--- config.mk ---
export PLATFORM = sky130hd
export DESIGN_NAME = mem_arbiter
export DESIGN_NICKNAME = d
export VERILOG_FILES = /design/src/rtl/arb_pkg.sv /design/src/rtl/arb_req_slot.sv /design/src/rtl/mem_arbiter.sv
export SDC_FILE = /design/constraint.sdc
export NUM_CORES = 1
export LEC_CHECK = 0
export ABC_AREA = 1
export ABC_CLOCK_PERIOD_IN_PS = 10400
export CAP_MARGIN = 15
export CORE_UTILIZATION = 49
export DETAILED_ROUTE_END_ITERATION = 8
export PLACE_DENSITY = 0.78
export SYNTH_ARGS = -nofsm -noshare
export SYNTH_HDL_FRONTEND = slang
export SYNTH_SLANG_ARGS = --single-unit
--- constraint.sdc ---
create_clock -name clock -period 10.4 [get_ports clock]
set_clock_uncertainty 0.1 [all_clocks]
set_input_delay 1.56 -clock clock [delete_from_list [all_inputs] [get_ports clock]]
set_output_delay 1.56 -clock clock [all_outputs]
set_load 0.005 [all_outputs]
--- src/rtl/arb_pkg.sv ---
// Shared types and constants for the ifu/lsu memory-port arbiter.
// The request field bundle is kept as one packed struct so slots and the port register move it as a unit.
package arb_pkg;

  typedef enum logic [1:0] {
    IDLE     = 2'd0,
    BUSY_IFU = 2'd1,
    BUSY_LSU = 2'd2
  } arb_state_e;

  localparam logic REQ_IFU = 1'b0;
  localparam logic REQ_LSU = 1'b1;

  localparam logic [1:0] MEM_SIZE_W = 2'b10;

  typedef struct packed {
    logic [31:0] addr;
    logic [1:0]  size;
    logic        wen;
    logic [31:0] wdata;
    logic [3:0]  wmask;
  } req_fields_t;

  // Fetches are always word reads, so only the address comes from the requester.
  function automatic req_fields_t ifu_fields(input logic [31:0] addr);
    req_fields_t f;
    f.addr  = addr;
    f.size  = MEM_SIZE_W;
    f.wen   = 1'b0;
    f.wdata = 32'h0;
    f.wmask = 4'h0;
    return f;
  endfunction

endpackage

--- src/rtl/arb_req_slot.sv ---
// One requester's pending flag and field latch. The flag stays set while the request is in flight
// and clears on its response; a pulse arriving in that same response cycle is captured as a new request.
module arb_req_slot
  import arb_pkg::*;
(
  input  logic        clock,
  input  logic        reset,
  input  logic        req_valid,
  input  req_fields_t req_fields,
  input  logic        done,
  output logic        cand,
  output logic        proto_err,
  output req_fields_t eff_fields
);

  logic        pending_q, pending_d;
  req_fields_t fields_q, fields_d;
  logic        capture;

  always_comb begin
    capture   = req_valid & (~pending_q | done);
    proto_err = req_valid & pending_q & ~done;
    pending_d = pending_q;
    fields_d  = fields_q;
    if (done) pending_d = 1'b0;
    if (capture) begin
      pending_d = 1'b1;
      fields_d  = req_fields;
    end
  end

  always_ff @(posedge clock or posedge reset) begin
    if (reset) begin
      pending_q <= 1'b0;
      fields_q  <= '0;
    end else begin
      pending_q <= pending_d;
      fields_q  <= fields_d;
    end
  end

  // Same-cycle pulses count as candidates, so the arbiter must see the incoming fields too.
  assign cand       = pending_q | req_valid;
  assign eff_fields = fields_d;

endmodule

--- src/rtl/mem_arbiter.sv ---
// Shares one memory port between instruction fetch and load/store, one transaction at a time.
// Responses are routed back combinationally; a hung transaction is aborted after TIMEOUT busy cycles.
module mem_arbiter
  import arb_pkg::*;
#(
  parameter bit LSU_PRIO = 1'b1,
  parameter int TIMEOUT  = 0,
  parameter int TO_W     = 16
) (
  input  logic        clock,
  input  logic        reset,
  input  logic        ifu_reqValid,
  input  logic [31:0] ifu_addr,
  output logic        ifu_respValid,
  output logic [31:0] ifu_rdata,
  input  logic        lsu_reqValid,
  input  logic [31:0] lsu_addr,
  input  logic [1:0]  lsu_size,
  input  logic        lsu_wen,
  input  logic [31:0] lsu_wdata,
  input  logic [3:0]  lsu_wmask,
  output logic        lsu_respValid,
  output logic [31:0] lsu_rdata,
  output logic        mem_reqValid,
  output logic [31:0] mem_addr,
  output logic [1:0]  mem_size,
  output logic        mem_wen,
  output logic [31:0] mem_wdata,
  output logic [3:0]  mem_wmask,
  input  logic        mem_respValid,
  input  logic [31:0] mem_rdata,
  output logic        timeout_err,
  output logic        proto_err
);

  localparam bit              TO_EN    = (TIMEOUT > 0);
  localparam logic [TO_W-1:0] TO_LIMIT = TO_W'(TIMEOUT);

  arb_state_e      state_q, state_d;
  logic            last_grant_q, last_grant_d;
  logic [TO_W-1:0] to_cnt_q, to_cnt_d;
  logic            mem_req_q, mem_req_d;
  req_fields_t     mem_f_q, mem_f_d;
  logic            terr_q, terr_d;
  logic            perr_q, perr_d;

  logic        ifu_cand, lsu_cand, ifu_perr, lsu_perr;
  logic        ifu_done, lsu_done, abort, finish;
  logic        grant, grant_id, tie_winner;
  req_fields_t ifu_eff, lsu_eff, lsu_in;

  assign lsu_in = {lsu_addr, lsu_size, lsu_wen, lsu_wdata, lsu_wmask};

  arb_req_slot u_ifu_slot (
    .clock      (clock),
    .reset      (reset),
    .req_valid  (ifu_reqValid),
    .req_fields (ifu_fields(ifu_addr)),
    .done       (ifu_done),
    .cand       (ifu_cand),
    .proto_err  (ifu_perr),
    .eff_fields (ifu_eff)
  );

  arb_req_slot u_lsu_slot (
    .clock      (clock),
    .reset      (reset),
    .req_valid  (lsu_reqValid),
    .req_fields (lsu_in),
    .done       (lsu_done),
    .cand       (lsu_cand),
    .proto_err  (lsu_perr),
    .eff_fields (lsu_eff)
  );

  assign abort      = TO_EN && (to_cnt_q == TO_LIMIT);
  assign finish     = mem_respValid | abort;
  assign ifu_done   = (state_q == BUSY_IFU) & finish;
  assign lsu_done   = (state_q == BUSY_LSU) & finish;
  assign tie_winner = LSU_PRIO ? REQ_LSU : ~last_grant_q;
  assign perr_d     = perr_q | ifu_perr | lsu_perr;

  always_comb begin
    state_d       = state_q;
    last_grant_d  = last_grant_q;
    to_cnt_d      = to_cnt_q;
    mem_req_d     = 1'b0;
    mem_f_d       = mem_f_q;
    terr_d        = terr_q;
    ifu_respValid = 1'b0;
    ifu_rdata     = 32'h0;
    lsu_respValid = 1'b0;
    lsu_rdata     = 32'h0;
    grant         = 1'b0;
    grant_id      = REQ_IFU;

    case (state_q)
      IDLE: begin
        if (ifu_cand | lsu_cand) begin
          grant = 1'b1;
          if (ifu_cand & lsu_cand) grant_id = tie_winner;
          else                     grant_id = lsu_cand ? REQ_LSU : REQ_IFU;
        end
      end
      BUSY_IFU: begin
        if (finish) begin
          ifu_respValid = 1'b1;
          ifu_rdata     = mem_respValid ? mem_rdata : 32'h0;
          if (!mem_respValid) terr_d = 1'b1;
          if (lsu_cand) begin
            grant    = 1'b1;
            grant_id = REQ_LSU;
          end else begin
            state_d = IDLE;
          end
        end else begin
          to_cnt_d = to_cnt_q + 1'b1;
        end
      end
      BUSY_LSU: begin
        if (finish) begin
          lsu_respValid = 1'b1;
          lsu_rdata     = mem_respValid ? mem_rdata : 32'h0;
          if (!mem_respValid) terr_d = 1'b1;
          if (ifu_cand) begin
            grant    = 1'b1;
            grant_id = REQ_IFU;
          end else begin
            state_d = IDLE;
          end
        end else begin
          to_cnt_d = to_cnt_q + 1'b1;
        end
      end
      default: state_d = IDLE;
    endcase

    // A grant from any state issues next cycle and restarts the timeout window.
    if (grant) begin
      state_d      = (grant_id == REQ_LSU) ? BUSY_LSU : BUSY_IFU;
      last_grant_d = grant_id;
      to_cnt_d     = '0;
      mem_req_d    = 1'b1;
      mem_f_d      = (grant_id == REQ_LSU) ? lsu_eff : ifu_eff;
    end
  end

  always_ff @(posedge clock or posedge reset) begin
    if (reset) begin
      state_q      <= IDLE;
      last_grant_q <= REQ_IFU;
      to_cnt_q     <= '0;
      mem_req_q    <= 1'b0;
      mem_f_q      <= '0;
      terr_q       <= 1'b0;
      perr_q       <= 1'b0;
    end else begin
      state_q      <= state_d;
      last_grant_q <= last_grant_d;
      to_cnt_q     <= to_cnt_d;
      mem_req_q    <= mem_req_d;
      mem_f_q      <= mem_f_d;
      terr_q       <= terr_d;
      perr_q       <= perr_d;
    end
  end

  assign mem_reqValid = mem_req_q;
  assign mem_addr     = mem_f_q.addr;
  assign mem_size     = mem_f_q.size;
  assign mem_wen      = mem_f_q.wen;
  assign mem_wdata    = mem_f_q.wdata;
  assign mem_wmask    = mem_f_q.wmask;
  assign timeout_err  = terr_q;
  assign proto_err    = perr_q;

endmodule

==> results of run 1 <==
==> cell usage after synthesis <==
| master | instances | share of area [%] |
|---|---|---|
| a21boi_0 | 28 | 2.0 |
| a21boi_1 | 10 | 0.73 |
| a31oi_1 | 1 | 0.061 |
| and2_1 | 103 | 6.3 |
| buf_1 | 7 | 0.26 |
| buf_2 | 49 | 2.4 |
| buf_4 | 2 | 0.15 |
| clkbuf_1 | 19 | 0.70 |
| conb_1 | 1 | 0.037 |
| dfrtp_1 | 219 | 53 |
| inv_1 | 174 | 6.4 |
| inv_2 | 2 | 0.073 |
| nand2_1 | 148 | 5.4 |
| nand2_2 | 3 | 0.18 |
| nand3_1 | 278 | 14 |
| nand3_2 | 3 | 0.29 |
| nand3b_1 | 71 | 5.2 |
| nor2_1 | 65 | 2.4 |
| nor2_2 | 1 | 0.061 |
| nor2_4 | 1 | 0.11 |
| o21ai_0 | 2 | 0.098 |
| o21bai_1 | 1 | 0.073 |
| o31ai_1 | 1 | 0.073 |
| or2_2 | 1 | 0.061 |
==> final cells by class <==
cell class	count	area (um2)	area share [%]
well taps	270	337.8	2.438
flip-flops and latches	219	5480	39.56
inverters	176	668.1	4.823
diodes	2	5.005	0.03612
multi-input cells	718	3774	27.24
clock inverters	10	108.9	0.7857
repair buffers	289	2855	20.61
clock buffers	31	625.6	4.516
==> state kept, by name (all words and copies together), names as in the netlist <==
name,flops
mem_addr,32
mem_reqValid,1
mem_size,2
mem_wdata,32
mem_wen,1
mem_wmask,4
proto_err,1
state_q,2
u_ifu_slot.fields_q,71
u_ifu_slot.pending_q,1
u_lsu_slot.fields_q,71
u_lsu_slot.pending_q,1
==> final timing paths <==
path / end / start / slack (ns) / cells past startpoint
hold / removal: u_ifu_slot.fields_q[38] / u_ifu_slot.fields_q[38] / 0.38 / 2
setup / recovery: lsu_rdata[19] / mem_respValid / 5.22 / 4
hold reg to reg: u_ifu_slot.fields_q[38] / u_ifu_slot.fields_q[38] / 0.38 / 2
setup reg to reg: mem_addr[15] / state_q[1] / 7.15 / 9
min in group asynchronous: u_lsu_slot.fields_q[12] / reset / 1.60 / 2
max in group asynchronous: u_lsu_slot.fields_q[51] / reset / 7.09 / 3
==> kinds of logic (layout without fill, tap and decap cells) <==
| group | after synthesis | in the layout | synth area share [%] |
|---|---|---|---|
| buffers and inverters | 253 | 506 | 9.927 |
| and+or+nand+nor | 674 | 674 | 33.54 |
| DFF | 219 | 219 | 53.41 |
| other | 1 | 3 | 0.03655 |
| AOI/OAI and AO/OA | 43 | 43 | 3.085 |
==> power groups by stage <==
stage                     registers (uW)  clock network [uW]  logic [uW]
after floorplan                     1330                   0         979
after global placement              1340                   0        1610
after detailed placement            1350                   0        1650
after CTS                           1340                 822        1660
after global routing                1370                 856        1830
final                               1340                 808        1650
==> metrics by stage <==
stage | std cells | power (uW) | worst slack (ns) | instance area [um2]
2_1_floorplan | 1190 | 2308 | 2.747 | 10260
3_3_place_gp | 1672 | 2947 | 5.338 | 13120
3_5_place_dp | 1672 | 2995 | 5.211 | 13120
4_1_cts | 1713 | 3823 | 5.217 | 13850
5_1_grt | 1715 | 4056 | 5.011 | 13850
6_report | 1715 | 3795 | 5.222 | 13850
==> per-layer routing <==
layer	vias up	track usage, %	routed length, um
li1	4230	-	-
met1	4286	34.85	11970
met2	330	47.23	14470
met3	38	3.727	1715
met4	0	9.583	749
met5	-	0	0
==> worst min-delay path: stages, from the launching register on <==
cell	delay (ns)
dfrtp_1	0.32
inv_1	0.04
nand2_1	0.08
==> flow_summary.rst, run 1 <==
.. list-table::
   :header-rows: 1

   * - Metric
     - Value
   * - Run status
     - completed
   * - Core utilization of the finished layout
     - around 68%
   * - Antenna Violating Nets Remaining
     - 0
   * - # setup viols final
     - 0
   * - Clock network fraction of total power
     - a little over a fifth
   * - Violation count after the first detailed-routing iteration
     - about 580
   * - Top library cells by usage in the layout, fill and taps aside
     - 278 x nand3_1, 276 x clkdlybuf4s50_1, 219 x dfrtp_1
   * - Final layout net count
     - approximately 1600
   * - # port buffers
     - approximately 280
   * - Achievable Freq
     - roughly 0.19 GHz
   * - Worst-path cell chain
     - clkdlybuf4s50_1, nand3_2, nor2_1, clkdlybuf4s50_1
   * - Slew Limit Fails
     - 0
   * - Half-perimeter wire length of the detailed placement result
     - ~17 mm
   * - Max incr delay on CP
     - roughly 0.58 ns
   * - Launching element type of the critical path
     - input pin
   * - CP Capture Type
     - output port
   * - CTS clock-pin slew for the worst setup and hold paths
     - 0.06 ns
   * - Starting Density
     - roughly half
   * - Clock tree from TritonCTS
     - done
   * - Total power divided by cell area
     - about 270 nW/um2
   * - Number of buffers between clock root and the deepest sink
     - 3
   * - Vias after detailed routing
     - roughly 8900
   * - Portion of the clock cycle consumed by the worst path in the final layout
     - approximately half
   * - Unrepaired setup endpoints after global routing
     - false
   * - Pin count of the biggest net entering global routing
     - between 100 and 150
   * - Number of H-tree levels
     - 1
   * - Synthesized area
     - 10260 um2
   * - Worst min path class
     - reg2reg
   * - Fraction of layout instances using a drive strength above 1
     - approximately 4.2%
   * - Cell chosen for the clock root
     - clkbuf_16
   * - Post-Route Setup TNS
     - 0 ns
   * - Filler Cell Count
     - between 1500 and 2000
   * - Hold-fix buffers, CTS
     - 0
   * - Design internal power
     - approximately 2400 uW
   * - Total number of clock tree sinks
     - 219
   * - Width of the chip
     - about 150 um
   * - Standby leakage power
     - around 0.0066 uW
   * - Final min period
     - 5.178 ns
   * - Fraction of power consumed by combinational cells
     - between 40% and 50%
   * - Biggest fanout along the worst timing path
     - 35
   * - Routability Congestion
     - between 0.7 and 0.8
   * - Worst path required time
     - ~9 ns
   * - Area grow syn2layout
     - 35.04%
   * - Switching fraction of total power
     - between 30 and 40%
   * - Most frequent standard cell in the layout excluding fill and tap cells
     - nand3_1
   * - PostCTS Resize Cnt
     - 0
   * - Number of cells produced by synthesis
     - 1190
   * - Number of buffers inserted during clock tree synthesis
     - 23
   * - Flip-flop and latch count after synthesis
     - between 200 and 250
   * - Combined global-route utilization of all metal layers
     - between 20% and 30%
   * - NetSw
     - 1403 uW
   * - Critical-path cell with the highest stage delay
     - clkdlybuf4s50_1
   * - Number of buffers inserted to repair setup after CTS
     - 0
   * - Number of buffers and inverters on the critical path
     - 2
   * - Post-detailed-routing wire length
     - between 20 and 30 mm
   * - Global-route congestion overflow total
     - 0
   * - Most repeated library cell on the critical path
     - clkdlybuf4s50_1
   * - DRC errors left
     - 0
   * - Vert. Die Dim
     - ~150 um
   * - VDD IR max
     - around 180 uV
   * - Wire length of the first global-routing pass
     - approximately 47 mm
   * - Max-slew headroom at the worst pin
     - between 30% and 40%
   * - Count of standard-cell rows
     - 52
   * - Endpoints failing hold
     - 0
   * - Sequential cell area fraction in the yosys report
     - between 50% and 60%
   * - Count of different cell masters after synthesis
     - 24
   * - Number of global-route vias before repair
     - 8916
   * - Antenna violations before repair
     - 2
   * - Worst skew pair latency
     - approximately 0.50 ns
   * - Minimum hold slack
     - between 0.3 and 0.4 ns
   * - I/O pin count
     - 280
   * - Avg Inst Size Synth
     - 8.622 um2
   * - Least-Margin Pin Slew
     - 1.001 ns
   * - Routed length per instance
     - roughly 17 um
   * - Number of vias per cell after detailed routing
     - ~5.2
   * - Count of max-cap constraint violations
     - 0
   * - Detailed Routing Iterations Pass 1
     - 7
   * - Total core area
     - between 20000 and 25000 um2
   * - Yosys warning total
     - 0
   * - DIE AREA
     - 21520 um2
   * - Relative contribution of sequential cells to total power
     - a little over a third
   * - Kind of critical path
     - in2out
   * - Syn_nets
     - 1330
   * - Cell family with most CP delay
     - buffers and inverters
   * - Data arrival time of the critical path
     - between 3 and 4 ns
Power figures use the tool's default switching activity.
==> run 2: changes to the inputs <==
--- a/config.mk
+++ b/config.mk
@@ -6,7 +6,7 @@
 export NUM_CORES = 1
 export LEC_CHECK = 0
 export ABC_AREA = 1
-export ABC_CLOCK_PERIOD_IN_PS = 10400
+export ABC_CLOCK_PERIOD_IN_PS = 4900
 export CAP_MARGIN = 15
 export CORE_UTILIZATION = 49
 export DETAILED_ROUTE_END_ITERATION = 8
==> constraint.sdc (replaced) <==
create_clock -name clock -period 4.9 [get_ports clock]
set_clock_uncertainty 0.1 [all_clocks]
set_input_delay 0.735 -clock clock [delete_from_list [all_inputs] [get_ports clock]]
set_output_delay 0.735 -clock clock [all_outputs]
set_load 0.005 [all_outputs]
==> run 2 against run 1 <==
Global-route usage up 0.81 points. Final area up 0.56%. Sequential cell count unchanged. Core utilization up 0.38 points. Critical endpoint is now lsu_rdata[16]. Largest cell class unchanged. Largest power group unchanged. Highest routed layer unchanged.
==> flow_summary.rst, run 2 (synthesis gave the netlist of run 1 again) <==
.. list-table::
   :header-rows: 1

   * - Metric
     - Value
   * - Run status
     - completed
   * - Routed length per instance
     - approximately 17 um
   * - Biggest fanout along the worst timing path
     - 35
   * - # setup viols final
     - 0
   * - PostCTS Resize Cnt
     - 0
   * - # port buffers
     - approximately 280
   * - Count of max-cap constraint violations
     - 0
   * - Combined global-route utilization of all metal layers
     - between 20 and 30%
   * - Start of the worst register-to-register path
     - state_q[0]
   * - Wire length of the first global-routing pass
     - slightly below 50 mm
   * - Cell chosen for the clock root
     - clkbuf_16
   * - Final min period
     - 3.621 ns
   * - Number of buffers inserted to repair setup after CTS
     - 0
   * - Number of global-route vias before repair
     - a little over 9000
   * - Worst path required time
     - between 4 and 5 ns
   * - Detailed Routing Iterations Pass 1
     - 5
   * - Worst min path class
     - reg2reg
   * - Total core area
     - between 20000 and 25000 um2
   * - Least setup slack across all paths after layout
     - roughly 1.3 ns
   * - Global-route congestion overflow total
     - 0
   * - Starting Density
     - between 50% and 60%
   * - Pin count of the biggest net entering global routing
     - between 70 and 80
   * - I/O pin count
     - 280
   * - Endpoints failing hold
     - 0
   * - Hold-fix buffers, CTS
     - 0
   * - Kind of critical path
     - in2out
   * - Number of buffers inserted during clock tree synthesis
     - 23
   * - Minimum hold slack
     - approximately 0.37 ns
   * - Launching element type of the critical path
     - input pin
   * - Achievable Freq
     - between 0.2 and 0.3 GHz
   * - CTS clock-pin slew for the worst setup and hold paths
     - 0.06 ns
   * - Portion of the clock cycle consumed by the worst path in the final layout
     - between 70% and 80%
   * - Number of H-tree levels
     - 1
   * - Total power divided by cell area
     - just under 600 nW/um2
   * - Slew Limit Fails
     - 0
   * - DRC errors left
     - 0
   * - Half-perimeter wire length of the detailed placement result
     - 18.30 mm
   * - DIE AREA
     - around 22000 um2
   * - Antenna violations before repair
     - 4
   * - Fraction of layout instances using a drive strength above 1
     - approximately 4.4%
   * - Pre-CTS worst setup slack
     - approximately 1.2 ns
   * - Routability Congestion
     - approximately 0.80
   * - Post-Route Setup TNS
     - 0 ns
   * - Vert. Die Dim
     - 146.7 um
   * - Count of standard-cell rows
     - 52
   * - Total number of clock tree sinks
     - around 220
   * - Area grow syn2layout
     - 35.79%
   * - VDD IR max
     - 394.8 uV
   * - Worst skew pair latency
     - approximately 0.5 ns
   * - Number of buffers between clock root and the deepest sink
     - 3
   * - Vias after detailed routing
     - between 8000 and 9000
   * - Data arrival time of the critical path
     - approximately 2.8 ns
   * - Final layout net count
     - between 1500 and 2000
   * - Most frequent standard cell in the layout excluding fill and tap cells
     - nand3_1
   * - Top library cells by usage in the layout, fill and taps aside
     - 278 x nand3_1, 276 x clkdlybuf4s50_1, 219 x dfrtp_1
   * - Clock tree from TritonCTS
     - done
   * - Post-detailed-routing wire length
     - ~30 mm
   * - Unrepaired setup endpoints after global routing
     - false
   * - Antenna Violating Nets Remaining
     - 0
   * - Biggest registers after layout
     - u_ifu_slot.fields_q: 71 flops, u_lsu_slot.fields_q: 71 flops
   * - Least-Margin Pin Slew
     - 0.9495 ns
   * - CP Capture Type
     - output port
   * - Violation count after the first detailed-routing iteration
     - 535
   * - Max-slew headroom at the worst pin
     - between 30% and 40%
   * - Standby leakage power
     - 0.006623 uW
   * - Worst Setup SP
     - mem_respValid
   * - Width of the chip
     - approximately 150 um
   * - Number of vias per cell after detailed routing
     - approximately 5.2
   * - Min-Delay Startpoint
     - u_ifu_slot.fields_q[38]
## run 2: where the power goes
part | leakage, uW | internal [uW] | total (uW) | switching [uW]
registers | 0.00258 | 2530 | 2850 | 317
clock network | 0.000364 | 1010 | 1710 | 696
logic | 0.00368 | 1550 | 3540 | 1990
## run 2: critical path, cell delays in order
cell	delay, ns
clkdlybuf4s50_1	0.58
nand3_2	0.57
nor2_1	0.34
clkdlybuf4s50_1	0.55
## run 2: worst paths after layout
check | slack [ns] | end | cells past startpoint
setup reg to reg | 1.98 | mem_addr[15] | 8
max in group asynchronous | 3.48 | u_ifu_slot.fields_q[12] | 4
min in group asynchronous | 0.39 | mem_wdata[2] | 2
setup / recovery | 1.28 | lsu_rdata[16] | 4
hold reg to reg | 0.37 | u_ifu_slot.fields_q[38] | 2
hold / removal | 0.37 | u_ifu_slot.fields_q[38] | 2
## run 2: metrics by stage
step,area (um2),power [uW],cells,util (%)
floorplan,10260,4900,1190,-
global placement,13170,6287,1676,64.65
detailed placement,13170,6396,1676,64.65
CTS,13900,8138,1713,68.27
global route,13930,8647,1718,68.41
finish,13930,8100,1718,68.41
## run 2: area by class of cell
cell class                      instances  area, um2
Fill cell                            1638       6432
Sequential cell                       219       5480
Multi-Input combinational cell        718       3774
Timing Repair Buffer                  294       2930
Clock buffer                           33      683.2
Inverter                              176      664.4
Tap cell                              270      337.8
Clock inverter                          4      52.55
Antenna cell                            4      10.01
## run 2: layer usage
metal  global-route usage (%)  part of all wire [%]  up-vias
li1                         -                     -     4235
met4                    12.40                   3.5        0
met3                    3.602                   6.4       64
met5                        0                     0        -
met2                    48.36                    49      381
met1                    35.27                    41     4313
